==> src/rtl/dmem_arbiter.sv <==
// Two-port req/ack arbiter sharing one data memory between core and loader.
// Define DMEM_ARB_FIXED_PRIO_EN for fixed port-0 priority instead of round-robin.
module dmem_arbiter #(
  parameter int ADDR_W = 32,
  parameter int DATA_W = 32
) (
  input  logic              clk,
  input  logic              reset,
  input  logic              m0_req,
  input  logic              m0_we,
  input  logic [ADDR_W-1:0] m0_addr,
  input  logic [DATA_W-1:0] m0_wdata,
  output logic              m0_ack,
  output logic [DATA_W-1:0] m0_rdata,
  input  logic              m1_req,
  input  logic              m1_we,
  input  logic [ADDR_W-1:0] m1_addr,
  input  logic [DATA_W-1:0] m1_wdata,
  output logic              m1_ack,
  output logic [DATA_W-1:0] m1_rdata,
  output logic              mem_we,
  output logic [ADDR_W-1:0] mem_a,
  output logic [DATA_W-1:0] mem_wd,
  input  logic [DATA_W-1:0] mem_rd,
  output logic [1:0]        gnt
);

  typedef enum logic [1:0] {
    IDLE,
    GNT0,
    GNT1
  } stateT;

  stateT state;
  logic  last;
  logic  ereq0;
  logic  ereq1;
  logic  pick1;

  // A port in its ack cycle is masked so it can change or drop its request.
  assign ereq0 = m0_req & ~m0_ack;
  assign ereq1 = m1_req & ~m1_ack;

`ifdef DMEM_ARB_FIXED_PRIO_EN
  assign pick1 = ereq1 & ~ereq0;
`else
  assign pick1 = ereq1 & (~ereq0 | ~last);
`endif

  assign gnt = {state == GNT1, state == GNT0};

  always_comb begin
    mem_we = 1'b0;
    mem_a  = '0;
    mem_wd = '0;
    unique case (1'b1)
      state == GNT0: begin
        mem_we = m0_we;
        mem_a  = m0_addr;
        mem_wd = m0_wdata;
      end
      state == GNT1: begin
        mem_we = m1_we;
        mem_a  = m1_addr;
        mem_wd = m1_wdata;
      end
      default: ;
    endcase
  end

  always_ff @(posedge clk or posedge reset) begin
    if (reset) begin
      state    <= IDLE;
      last     <= 1'b1;
      m0_ack   <= 1'b0;
      m1_ack   <= 1'b0;
      m0_rdata <= '0;
      m1_rdata <= '0;
    end else begin
      m0_ack <= 1'b0;
      m1_ack <= 1'b0;
      unique case (state)
        IDLE: begin
          if (ereq0 | ereq1)
            state <= pick1 ? GNT1 : GNT0;
        end
        GNT0: begin
          m0_ack <= 1'b1;
          if (!m0_we)
            m0_rdata <= mem_rd;
          last  <= 1'b0;
          state <= IDLE;
        end
        GNT1: begin
          m1_ack <= 1'b1;
          if (!m1_we)
            m1_rdata <= mem_rd;
          last  <= 1'b1;
          state <= IDLE;
        end
        default: state <= IDLE;
      endcase
    end
  end

endmodule

==> config.mk <==
export PLATFORM = sky130hd
export DESIGN_NAME = dmem_arbiter
export DESIGN_NICKNAME = d
export VERILOG_FILES = /design/src/rtl/dmem_arbiter.sv
export SDC_FILE = /design/constraint.sdc
export NUM_CORES = 1
export LEC_CHECK = 0
export CORE_AREA = 2 2 117 119
export DETAILED_ROUTE_END_ITERATION = 7
export DIE_AREA = 0 0 119 121
export GPL_TIMING_DRIVEN = 0
export PLACE_DENSITY = 0.79
export SKIP_CTS_REPAIR_TIMING = 1
export SLEW_MARGIN = 20
export SYNTH_ARGS = -nofsm -noshare
export SYNTH_HDL_FRONTEND = slang
export SYNTH_SLANG_ARGS = --single-unit
==> constraint.sdc <==
create_clock -name clk -period 6 [get_ports clk]
set_input_delay 0.9 -clock clk [delete_from_list [all_inputs] [get_ports clk]]
set_output_delay 0.9 -clock clk [all_outputs]
set_load 0.02 [all_outputs]
==> summary.md <==
| Metric | Value |
|---|---|
| Vias in the first global route | `3,730` |
| Row count | `42` |
| Worst-Skew Late Latency | `0.32 ns` |
| Worst vdd ir | `0.000381 V` |
| CP max stage delay | `0.77 ns` |
| Drc violations | `0` |
| Mean Syn Cell Area | `14.8 µm²` |
| Final max-slew violation count | `0` |
| Vias | `3,397` |
| Max Buffers Root-to-Sink | `2` |
| Final Hold Vio Count | `0` |
| Critical Path RT | `5.10 ns` |
| Hold path cells | `1` |
| Final setup margin | `2.41 ns` |
| Status | `complete, no violations` |
| Pre-CTS setup slack | `2.80 ns` |
| Clock-pin slew on the worst setup and hold paths | `0.05 ns` |
| Total CTS buffers | `9` |
| Post-DP HPWL | `13,400 µm` |
| RR Endpoint | `m0_rdata[3]$_DFFE_PP0P_` |
| Setup TNS | `0 ns` |
| Critical-path top delay cell | `clkdlybuf4s50_1` |
| Post-Syn Area | `0.00357 mm²` |
| # nets final | `721` |
| Sink Count | `69` |
| Rel. slew slack | `69.4%` |
| Cell Chain, Critical Path | `inv_1, ha_1, and2_1, buf_4, buf_2, a22o_1, clkdlybuf4s50_1` |
| First-pass GRT wire length | `23,500 µm` |
| Layout cells sized above 1 | `18.9%` |
| Origin of the critical flop-to-flop path | `state[1]$_DFFE_PP0P_` |
| Largest net degree at the start of global routing | `42` |
| Gr usage total | `22.0%` |
| Die W | `119 µm` |
| Detailed-route wire length per cell | `22.0 µm` |
| # setup viols final | `0` |
| Port buffer count | `298` |
| Yosys cell types | `19` |
| Hold Crit Start | `m1_rdata[22]$_DFFE_PP0P_` |
| Leakage | `3.01 nW` |
| Die area | `0.0144 mm²` |
| Die height | `121 µm` |
| Starting Density | `27.3%` |
| Yosys Warn Count | `0` |
| Worst Hold End | `m1_rdata[22]$_DFFE_PP0P_` |
| Cell area power density | `488 mW/mm²` |
| Slack of the worst reg-to-reg path | `4.39 ns` |
| Syn Nets | `411` |
| Initial antenna violation count | `6` |
| Hold Path Class | `flop to flop` |
| Yosys reg bits | `69` |
| Tcrit/Tclk final | `59.8%` |
| Cell Area, Placed | `0.00680 mm²` |
| Worst Setup Path Type | `flop to primary output` |
| Arr. time, crit path | `2.69 ns` |
| DP Cell Count | `716` |
| Final Cell Area | `0.00712 mm²` |
| Final Instance Count excl. Fillers | `734` |
| RSZ-0062 raised after global routing | `false` |
| Worst Clk Skew | `0.00421 ns` |
| Post-synthesis sequential area ratio | `48.4%` |
| Crit path buffers/inverters | `4` |
| Core ar. | `0.0131 mm²` |
| Max Fclk | `279 MHz` |
| CTS tree | `yes` |
| H-Tree Depth | `3` |
| Vias per cell | `4.63` |
| R2R cell count | `6` |
| Iter 0 DRT Violations | `153` |
| First-pass DRT Iterations | `4` |
| Root buffer cell | `clkbuf_16` |
| DRT antenna net count | `0` |
| Overflow after GRT | `0` |
| Fin crit period | `3.59 ns` |
| Final wirelength | `16,100 µm` |
| P&R area growth vs syn | `99.4%` |
| Final GP Congestion | `0.865` |
| Crit start category | `flop` |
| Maxcap violations | `0` |
| Crit-path leading delay family | `buffers and inverters` |
| Cell count after synthesis | `241` |
| IO Count | `299` |
| CP Capture Type | `primary output` |
| Least-Margin Pin Slew | `0.458 ns` |
| Crit-path max FO | `10` |
[cell usage in the layout, fill, tap and decap left out]
master / instances
clkbuf_8: 1
clkdlybuf4s50_1: 298
a21boi_0: 2
clkbuf_16: 9
clkinv_2: 1
diode_2: 3
clkinvlp_4: 1
buf_6: 11
bufinv_16: 2
o22ai_1: 1
a22o_1: 64
nor2b_1: 2
and2_1: 2
buf_2: 6
nor2b_4: 1
clkbuf_1: 1
nand2b_1: 2
a22oi_1: 1
dfrtp_1: 68
mux2_2: 22
inv_1: 3
inv_4: 1
buf_12: 4
dfstp_2: 1
buf_4: 2
nand3b_1: 2
mux2_4: 43
ha_1: 4
[synth_stat cells, drive strengths merged]
library cell | count | area share (%)
dfrtp | 68 | 48
mux2 | 65 | 25
a22o | 64 | 16
buf | 22 | 6.4
ha | 4 | 1.4
inv | 4 | 0.42
nor2b | 3 | 0.74
a21boi | 2 | 0.42
and2 | 2 | 0.35
nand2b | 2 | 0.35
nand3b | 2 | 0.42
a22oi | 1 | 0.21
dfstp | 1 | 0.74
o22ai | 1 | 0.18
[per-layer routing]
metal	up-vias	part of all wire, %	routed length, µm	track usage (%)
met5	-	0.19	30	0
met4	6	1.6	255	6.10
met3	19	10	1690	10.7
met2	182	49	7890	37.3
met1	1656	39	6250	24.7
li1	1534	-	-	-
[cell type report]
| type | count | area, µm² |
|---|---|---|
| Antenna cell | 3 | 7.51 |
| Tap cell | 176 | 220 |
| Fill cell | 1083 | 5970 |
| Sequential cell | 69 | 1730 |
| Multi-Input combinational cell | 146 | 1600 |
| Clock buffer | 11 | 243 |
| Timing Repair Buffer | 299 | 3000 |
| Buffer | 22 | 229 |
| Inverter | 4 | 17.5 |
| Clock inverter | 4 | 72.6 |
[where the power goes]
part | internal [mW] | leakage, nW | switching [mW]
logic | 1.14 | 2.03 | 0.937
registers | 0.704 | 0.823 | 0.143
clock network | 0.372 | 0.152 | 0.186
[cell families (layout without fill, tap and decap cells)]
family,count (synthesis),in the layout,synth area share [%]
AO/OA/AOI/OAI,68,68,16.5
adder cells (fa/ha/maj),4,4,1.40
buffers and inverters,26,340,6.83
flip-flops,69,69,48.4
multiplexers,65,65,25.0
other,0,3,0
AND/OR/NAND/NOR,9,9,1.86
[through the flow]
step,total power [mW],hold WS [ns],utilization [%]
2_1_floorplan,1.92,0.539,-
3_3_place_gp,2.89,0.491,51.8
3_5_place_dp,2.93,0.492,51.9
4_1_cts,3.51,0.506,54.4
5_1_grt,3.63,0.525,54.4
6_report,3.48,0.502,54.4
[registers in the layout, indices dropped and copies added (netlist names)]
name,count
m1_ack,1
m1_rdata,32
state,2
last,1
m0_ack,1
m0_rdata,32
[worst register-to-register path, delay by kind of cell, from the launching register on]
kind	cells	cell delay [ns]
adders and majority gates	1	0.26
buffers and inverters	3	0.40
DFF	1	0.42
muxes	1	0.30
and+or+nand+nor	1	0.10
[worst max path at each step]
stage	startpoint	endpoint	slack, ns	depth (start not counted)
after global placement	reset	m1_rdata[27]$_DFFE_PP0P_	2.29	2
final	state[1]$_DFFE_PP0P_	mem_a[0]	2.41	7
after global routing	state[1]$_DFFE_PP0P_	mem_a[1]	2.32	7
after CTS	state[1]$_DFFE_PP0P_	mem_a[0]	2.42	7
after detailed placement	state[1]$_DFFE_PP0P_	mem_a[0]	2.80	7
after floorplan	reset	m0_ack$_DFF_PP0_	3.36	1
Power figures use the tool's default switching activity.
